$ cat src/rtl/pulse_event_pkg.sv
// -----------------------------------------------------------------------------
// pulse_event_pkg
//   Shared definitions for the pulse_event_detect block.
//   - edge_mode_e : per-channel edge-select encoding
//   - edge_enabled: decides whether a committed transition of the given
//                   direction should raise an event pulse under a mode
// -----------------------------------------------------------------------------
package pulse_event_pkg;

  typedef enum logic [1:0] {
    MODE_OFF  = 2'b00,
    MODE_RISE = 2'b01,
    MODE_FALL = 2'b10,
    MODE_BOTH = 2'b11
  } edge_mode_e;

  // rising = 1 when the filtered level has just gone 0 -> 1.
  function automatic logic edge_enabled(input logic [1:0] mode, input logic rising);
    logic en;
    case (edge_mode_e'(mode))
      MODE_RISE: en = rising;
      MODE_FALL: en = !rising;
      MODE_BOTH: en = 1'b1;
      default:   en = 1'b0;
    endcase
    return en;
  endfunction

endpackage

$ cat src/rtl/pulse_event_chan.sv
// -----------------------------------------------------------------------------
// pulse_event_chan
//   One channel of the event detector: synchroniser chain, glitch filter with
//   a programmable length, edge decode and a registered one-cycle pulse.
//
// Ports
//   clk        : clock, rising edge
//   rst        : asynchronous reset, active-high
//   async_i    : asynchronous input for this channel
//   mode_i     : edge select (off / rise / fall / both)
//   filt_len_i : filter length F; a change must persist for F+1 samples
//   pulse_o    : registered one-cycle event pulse
//   evt_o      : next-state of pulse_o, lets the parent set sticky status on
//                the same edge the pulse is registered
// -----------------------------------------------------------------------------
module pulse_event_chan
  import pulse_event_pkg::*;
#(
  parameter int   SYNC_STAGES = 2,
  parameter int   FILT_W      = 4,
  parameter logic RESET_LVL   = 1'b0
) (
  input  logic              clk,
  input  logic              rst,
  input  logic              async_i,
  input  logic [1:0]        mode_i,
  input  logic [FILT_W-1:0] filt_len_i,
  output logic              pulse_o,
  output logic              evt_o
);

  logic [SYNC_STAGES-1:0] sync_q;
  logic                   sync_s;
  logic                   flt_q, flt_d;
  logic [FILT_W-1:0]      cnt_q, cnt_d;
  logic                   pulse_q, pulse_d;

  // Synchroniser: bit 0 samples the pin, the top bit is the usable level.
  always_ff @(posedge clk or posedge rst) begin
    if (rst) begin
      sync_q <= {SYNC_STAGES{RESET_LVL}};
    end else begin
      sync_q <= {sync_q[SYNC_STAGES-2:0], async_i};
    end
  end

  assign sync_s = sync_q[SYNC_STAGES-1];

  // Filter: cnt counts consecutive samples disagreeing with the committed
  // level. The >= compare (rather than ==) lets a filter length lowered below
  // the current count commit on the next disagreeing sample, and keeps cnt
  // from ever passing filt_len, so it cannot wrap.
  always_comb begin
    flt_d   = flt_q;
    cnt_d   = cnt_q;
    pulse_d = 1'b0;
    if (sync_s == flt_q) begin
      cnt_d = '0;
    end else if (cnt_q >= filt_len_i) begin
      flt_d   = sync_s;
      cnt_d   = '0;
      pulse_d = edge_enabled(mode_i, sync_s);
    end else begin
      cnt_d = cnt_q + FILT_W'(1);
    end
  end

  always_ff @(posedge clk or posedge rst) begin
    if (rst) begin
      flt_q   <= RESET_LVL;
      cnt_q   <= '0;
      pulse_q <= 1'b0;
    end else begin
      flt_q   <= flt_d;
      cnt_q   <= cnt_d;
      pulse_q <= pulse_d;
    end
  end

  assign pulse_o = pulse_q;
  assign evt_o   = pulse_d;

endmodule

$ cat src/rtl/pulse_event_detect.sv
// -----------------------------------------------------------------------------
// pulse_event_detect
//   Multi-channel event detector for asynchronous single-bit inputs. Each
//   channel is synchronised, glitch filtered and edge decoded into a one-cycle
//   pulse; events are also latched in write-1-to-clear sticky status bits.
//
// Ports
//   clk       : clock, rising edge
//   rst       : asynchronous reset, active-high
//   async_in  : asynchronous inputs, one per channel
//   mode      : per-channel edge select, channel i at [2i+1:2i]
//   filt_len  : shared filter length F (quasi-static)
//   clr       : write-1-to-clear for sticky, per channel
//   pulse_out : one-cycle event pulse per channel (registered)
//   sticky    : latched event status per channel
//   any_event : OR of sticky
// -----------------------------------------------------------------------------
module pulse_event_detect
  import pulse_event_pkg::*;
#(
  parameter int   CH          = 4,
  parameter int   SYNC_STAGES = 2,
  parameter int   FILT_W      = 4,
  parameter logic RESET_LVL   = 1'b0
) (
  input  logic              clk,
  input  logic              rst,
  input  logic [CH-1:0]     async_in,
  input  logic [2*CH-1:0]   mode,
  input  logic [FILT_W-1:0] filt_len,
  input  logic [CH-1:0]     clr,
  output logic [CH-1:0]     pulse_out,
  output logic [CH-1:0]     sticky,
  output logic              any_event
);

  logic [CH-1:0] evt;
  logic [CH-1:0] sticky_q, sticky_d;

  for (genvar g = 0; g < CH; g++) begin : g_chan
    pulse_event_chan #(
      .SYNC_STAGES (SYNC_STAGES),
      .FILT_W      (FILT_W),
      .RESET_LVL   (RESET_LVL)
    ) u_chan (
      .clk        (clk),
      .rst        (rst),
      .async_i    (async_in[g]),
      .mode_i     (mode[2*g+1:2*g]),
      .filt_len_i (filt_len),
      .pulse_o    (pulse_out[g]),
      .evt_o      (evt[g])
    );
  end

  // Set has priority over clear so an event landing on a clear edge is kept.
  assign sticky_d = (sticky_q & ~clr) | evt;

  always_ff @(posedge clk or posedge rst) begin
    if (rst) begin
      sticky_q <= '0;
    end else begin
      sticky_q <= sticky_d;
    end
  end

  assign sticky    = sticky_q;
  assign any_event = |sticky_q;

endmodule

$ cat config.mk
export PLATFORM = sky130hd
export DESIGN_NAME = pulse_event_detect
export DESIGN_NICKNAME = d
export VERILOG_FILES = /design/src/rtl/pulse_event_pkg.sv /design/src/rtl/pulse_event_chan.sv /design/src/rtl/pulse_event_detect.sv
export SDC_FILE = /design/constraint.sdc
export NUM_CORES = 1
export LEC_CHECK = 0
export CAP_MARGIN = 20
export CORE_MARGIN = 8
export CORE_UTILIZATION = 41
export DETAILED_ROUTE_END_ITERATION = 8
export GPL_TIMING_DRIVEN = 0
export PLACE_DENSITY_LB_ADDON = 0.1
export SYNTH_ARGS = -nofsm -noshare
export SYNTH_HDL_FRONTEND = slang
export SYNTH_SLANG_ARGS = --single-unit
$ cat constraint.sdc
create_clock -name clk -period 4.3 [get_ports clk]
set_clock_uncertainty 0.1 [all_clocks]
set_input_delay 0.86 -clock clk [delete_from_list [all_inputs] [get_ports clk]]
set_output_delay 0.86 -clock clk [all_outputs]
set_load 0.01 [all_outputs]
==> results of run 1 <==
-- where the power goes --
group | switching, W | leakage [nW] | internal (W)
Clock | 0.000111 | 0.0503 | 0.000143
Sequential | 0.0000610 | 0.469 | 0.000406
Combinational | 0.000173 | 0.591 | 0.000212
Total | 0.000345 | 1.11 | 0.000761
-- worst paths after layout --
path	end	depth (start not counted)	from
worst min-delay path	g_chan[2].u_chan.sync_q[1]$_DFF_PP0_	0	g_chan[2].u_chan.sync_q[0]$_DFF_PP0_
worst max-delay path	g_chan[0].u_chan.cnt_q[0]$_DFF_PP0_	6	filt_len[0]
worst min register to register	g_chan[2].u_chan.sync_q[1]$_DFF_PP0_	0	g_chan[2].u_chan.sync_q[0]$_DFF_PP0_
min in group asynchronous	g_chan[2].u_chan.cnt_q[0]$_DFF_PP0_	2	rst
max in group asynchronous	g_chan[0].u_chan.cnt_q[0]$_DFF_PP0_	3	rst
worst max register to register	g_chan[0].u_chan.cnt_q[0]$_DFF_PP0_	6	g_chan[0].u_chan.cnt_q[0]$_DFF_PP0_
-- metrics by stage --
step | power (W) | cells | util | hold slack [ns]
3_3_place_gp | 0.0008466 | 243 | 0.5084 | 0.2331
6_report | 0.001106 | 251 | 0.5370 | 0.2495
4_1_cts | 0.001125 | 251 | 0.5370 | 0.2514
2_1_floorplan | 0.0007471 | 161 | - | 0.2312
3_5_place_dp | 0.0008646 | 244 | 0.5148 | 0.2358
5_1_grt | 0.001197 | 251 | 0.5370 | 0.2628
-- layout make-up --
type / count / area (um^2)
inverter: 16 / 60.06
clock buffer: 7 / 96.34
multi-input combinational: 105 / 842.1
sequential: 36 / 900.9
buffer: 4 / 30.03
fill: 386 / 2002
timing repair buffer: 31 / 327.8
tap: 52 / 65.06
-- worst max-delay path: cells and delay by family --
kind                       cells  cell delay (ns)
AOI/OAI and AO/OA              2             0.59
adders and majority gates      1             0.27
buffers and inverters          1             0.59
and+or+nand+nor                2             0.28
-- registers in the layout, summed over array words and instances (netlist names) --
register / flops
g_chan.u_chan.cnt_q: 16
g_chan.u_chan.flt_q: 4
g_chan.u_chan.pulse_o: 4
g_chan.u_chan.sync_q: 8
sticky: 4
-- layer usage --
metal / share of wire / up-vias / wire length (um)
met1: 0.45 / 593 / 1539
met3: 0.059 / 7 / 202
li1: - / 613 / -
met2: 0.47 / 25 / 1623
met5: 0 / - / 0
met4: 0.017 / 0 / 59
-- logic make-up (layout without fill, tap and decap cells) --
kind of cell | Yosys count | after routing | share of synthesized area
xor+xnor | 12 | 12 | 0.05734
fa+ha+maj | 20 | 20 | 0.1365
compound gates | 28 | 28 | 0.1365
buf+inv | 20 | 58 | 0.04915
simple gates | 45 | 45 | 0.1290
flops | 36 | 36 | 0.4915
-- cells in the final DEF (no fill, tap or decap), drive strengths merged --
cell type,instances
a2111oi,4
xor2,8
o21a,4
and3,4
clkdlybuf4s50,30
a31oi,4
nand4,1
nand2b,4
clkbuf,7
o21ai,12
xnor2,4
inv,16
nor2,24
ha,20
or2,4
nand3,4
nand2,4
dfrtp,36
o22ai,4
buf,5
==> metrics, run 1 <==
WS Path Type input port to register; Yosys Warn Count 0; dpl cell area 0.002226 mm^2; HP Class register to register; setup slack, reg-to-reg 2.53 ns; post-CTS setup buffers 0; crit path time final 2.487 ns; Clock Path Buffers 2; Yosys cell types 19; Final ANT Viol Nets 0; Max-Cap Viols 0; Least-Margin Pin Slew 0.6442 ns; vias in the first global route 1316; CTS Buf Count 5; CP max stage cell clkdlybuf4s50_1; max-slew violations 0; Setup WS pre-CTS 1.488 ns; CTS tree done; Via density ~5; Via Count 1238; largest net degree at the start of global routing 23; Initial Utilization 0.4239; initial drt markers between 40 and 50; most used routing layer in global routing met2; RSZ-0062 raised after global routing false; post-synth top area share 0.4915; CTS sink cnt 36; Die X 82.87 um; share of layout cells above drive strength 1 0.1206; number of setup violations in the final report 0; Routed Wire Length approximately 3400 um; CORE AREA 0.004324 mm^2; first-pass GRT wire length 5906 um; final worst slack about 1.8 ns; Post-Route Setup TNS 0 ns; Max Clock Freq between 0.4 and 0.5 GHz; CP startpoint kind input port; outcome finished clean; Worst setup EP type register; GR Util met3 0.04688; Synth Cell Area 0.001833 mm^2; register area share after synthesis 0.4915; All-Layer GR Usage 0.1038; Hold-fix buffers, CTS 0; number of diodes 0; Final Wtd Congestion 0.7122; die area roughly 0.0069 mm^2; Cell Pwr Density 476.3 mW/mm^2; grt met1 use 0.1194; synthesis-to-finish area growth 26.69%; final hold violations 0; met2 Track Usage GR 0.1605; final instance area 0.002322 mm^2; htree depth 2; I/O Pins 31; First-pass DRT Iterations 3; Mapped Cells ~160; asr flop ratio synth 1.000; Remaining Overflow, GRT 0; wire length per cell 13.64 um; critical path data arrival time 2.59 ns; DP HPWL 2724 um; initial antenna violation count 0; syn nets about 200; DRC viols 0; period utilization 0.5783; Peak VDD IR 0.0002473 V; Reg clk slew, reported paths 0.07 ns; syn avg cell area 11.39 um^2; top area cells in the synthesized netlist dfrtp_1 (49%), ha_1 (14%), a2111oi_4 (6.0%); peak fanout along the critical path 4; Commonest cells post-synth dfrtp_1 (36), nor2_1 (24), ha_1 (20); Leakage 1.110 nW; most frequently used flop master after synthesis dfrtp_1; relative slew slack 0.5700; most frequent cell after synthesis dfrtp_1; Worst Path Required 4.41 ns; die height 82.87 um; Synth area leader dfrtp_1; Clk Latency, worst-skew pair 0.28 ns; Post-synth EDFFs 0; Yosys reg bits 36; CTS resizes 0; final-stage net count 241; Crit path largest cell delay 0.59 ns; clk root buf clkbuf_8; # port buffers 30; Core Rows 24; CP Cell Sequence clkdlybuf4s50_1 > ha_1 > nand2b_4 > a2111oi_4 > o21ai_0 > nor2_1
(Power assumes the default switching activity.)
==> inputs of run 2 (changes only) <==
==> constraint.sdc (replaced) <==
create_clock -name clk -period 2.1 [get_ports clk]
set_clock_uncertainty 0.1 [all_clocks]
set_input_delay 0.42 -clock clk [delete_from_list [all_inputs] [get_ports clk]]
set_output_delay 0.42 -clock clk [all_outputs]
set_load 0.01 [all_outputs]
==> metrics, run 2 (synthesized netlist as in run 1, its figures left out) <==
hold path startpoint g_chan[2].u_chan.sync_q[0]$_DFF_PP0_; share of layout cells above drive strength 1 0.1206 (unchanged); CTS resizes 0 (unchanged); vias in the first global route 1316 (unchanged); critical path data arrival time 1.99 ns (-0.60 ns); final worst slack 0.1619 ns (-1.651 ns); CTS Buf Count 5 (unchanged); die area 0.006867 mm^2 (unchanged); largest net degree at the start of global routing 23 (unchanged); CORE AREA 0.004324 mm^2 (unchanged); WS Path Type input port to register; placed insts 244 (unchanged); HP Class register to register; Clock Path Buffers 2 (unchanged); DP HPWL 2724 um (unchanged); post-CTS setup buffers 0 (unchanged); Via density 4.908 (-0.48%); All-Layer GR Usage 0.1038 (unchanged); RR Startpoint g_chan[0].u_chan.cnt_q[0]$_DFF_PP0_; RSZ-0062 raised after global routing false; synthesis-to-finish area growth 26.83%; Least-Margin Pin Slew 0.6455 ns (+0.001222 ns); number of diodes 0 (unchanged); registers with the most flip-flops g_chan.u_chan.cnt_q (16), g_chan.u_chan.sync_q (8); # port buffers 30 (unchanged); outcome finished clean; number of setup violations in the final report 0 (unchanged); peak fanout along the critical path 4 (unchanged); Final Util 0.5376 (+0.0005790); Setup WS pre-CTS -0.2718 ns (-1.760 ns); period utilization 0.9229; final hold violations 0 (unchanged); initial drt markers 49 (+4.3%); first-pass GRT wire length 5906 um (unchanged); Routed Wire Length 3428 um (+0.12%); DRC viols 0 (unchanged); Via Count 1232 (-0.48%); final-stage net count 241 (unchanged); Hold-fix buffers, CTS 0 (unchanged); Initial Utilization 0.4239 (unchanged); Largest register FFs 16 (unchanged); CP startpoint kind input port; First-pass DRT Iterations 4 (+1); Remaining Overflow, GRT 0 (unchanged); Final ANT Viol Nets 0 (unchanged); most flop-heavy register g_chan.u_chan.cnt_q; most frequent cells in the layout dfrtp_1 (36), clkdlybuf4s50_1 (29), nor2_1 (24); Die X 82.87 um (unchanged); CTS sink cnt 36 (unchanged); Clk Latency, worst-skew pair 0.28 ns (about the same); max-slew violations 0 (unchanged); Leakage 1.119 nW (+0.82%); clk root buf clkbuf_8; Final Wtd Congestion 0.7122 (unchanged); Cell Pwr Density 975.5 mW/mm^2 (+100%); crit path time final 1.938 ns; Max Clock Freq 0.5160 GHz; Max-Cap Viols 0 (unchanged); Worst Path Required 2.15 ns (-2.26 ns); die height 82.87 um (unchanged); I/O Pins 31 (unchanged); Reg clk slew, reported paths 0.07 ns (about the same); Post-Route Setup TNS 0 ns (unchanged); Core Rows 24 (unchanged); Peak VDD IR 0.0005061 V (+100%); Worst setup EP type register; CTS tree done; initial antenna violation count 0 (unchanged); worst setup path start filt_len[1]; relative slew slack 0.5692 (-0.0008160); wire length per cell 13.66 um (+0.12%); Layout Cells excl Fill 251 (unchanged); most common cell after layout, fill and taps aside dfrtp_1; htree depth 2 (unchanged)
## run 2: path summary, 6_finish.rpt
path | to | slack, ns | depth (start not counted)
max in group asynchronous | g_chan[0].u_chan.cnt_q[0]$_DFF_PP0_ | 0.94 | 3
min | g_chan[2].u_chan.sync_q[1]$_DFF_PP0_ | 0.25 | 0
min reg2reg | g_chan[2].u_chan.sync_q[1]$_DFF_PP0_ | 0.25 | 0
min in group asynchronous | g_chan[2].u_chan.cnt_q[0]$_DFF_PP0_ | 0.43 | 2
max | sticky[0]$_DFF_PP0_ | 0.16 | 6
max reg2reg | sticky[0]$_DFF_PP0_ | 0.33 | 6
## run 2: cell type report
cell class | count | area [um^2]
well taps | 52 | 65.06
clock buffers | 7 | 96.34
multi-input cells | 105 | 842.1
flip-flops and latches | 36 | 900.9
inverters | 16 | 60.06
plain buffers | 4 | 30.03
fillers | 386 | 1999
repair buffers | 31 | 330.3
## run 2: report_power, final
group,internal (W),switching [W],leakage (nW)
logic,0.000436,0.000357,0.600
clock network,0.000292,0.000226,0.0503
registers,0.000831,0.000126,0.469
total,0.00156,0.000709,1.12
## run 2: metal layers
metal / GRT usage / vias up / wire, um
met5: 0 / - / 0
met4: 0.04792 / 0 / 59
met3: 0.04688 / 7 / 218
met2: 0.1605 / 29 / 1624
met1: 0.1194 / 584 / 1526
li1: - / 612 / -
## run 2: stage by stage
stage / power (W) / hold slack, ns / cell area, um^2
6_report: 0.002268 / 0.2492 / 2325
5_1_grt: 0.002455 / 0.2628 / 2325
4_1_cts: 0.002303 / 0.2514 / 2322
3_5_place_dp: 0.001770 / 0.2358 / 2226
3_3_place_gp: 0.001733 / 0.2331 / 2198
2_1_floorplan: 0.001530 / 0.2312 / 1833
## run 2: critical path, stage by stage
cell and delay [ns]:
clkdlybuf4s50_1 0.46, inv_1 0.11, ha_1 0.36, a2111oi_4 0.35, or2_2 0.20, o22ai_1 0.08
==> inputs of run 3 (changes only) <==
--- a/config.mk
+++ b/config.mk
@@ -9,8 +9,10 @@
 export CORE_MARGIN = 8
 export CORE_UTILIZATION = 41
 export DETAILED_ROUTE_END_ITERATION = 8
+export GPL_ROUTABILITY_DRIVEN = 1
 export GPL_TIMING_DRIVEN = 0
 export PLACE_DENSITY_LB_ADDON = 0.1
+export SKIP_CTS_REPAIR_TIMING = 1
 export SYNTH_ARGS = -nofsm -noshare
 export SYNTH_HDL_FRONTEND = slang
 export SYNTH_SLANG_ARGS = --single-unit
==> results of run 3 <==
The final DEF is identical to that of run 2; final timing and power are the same.
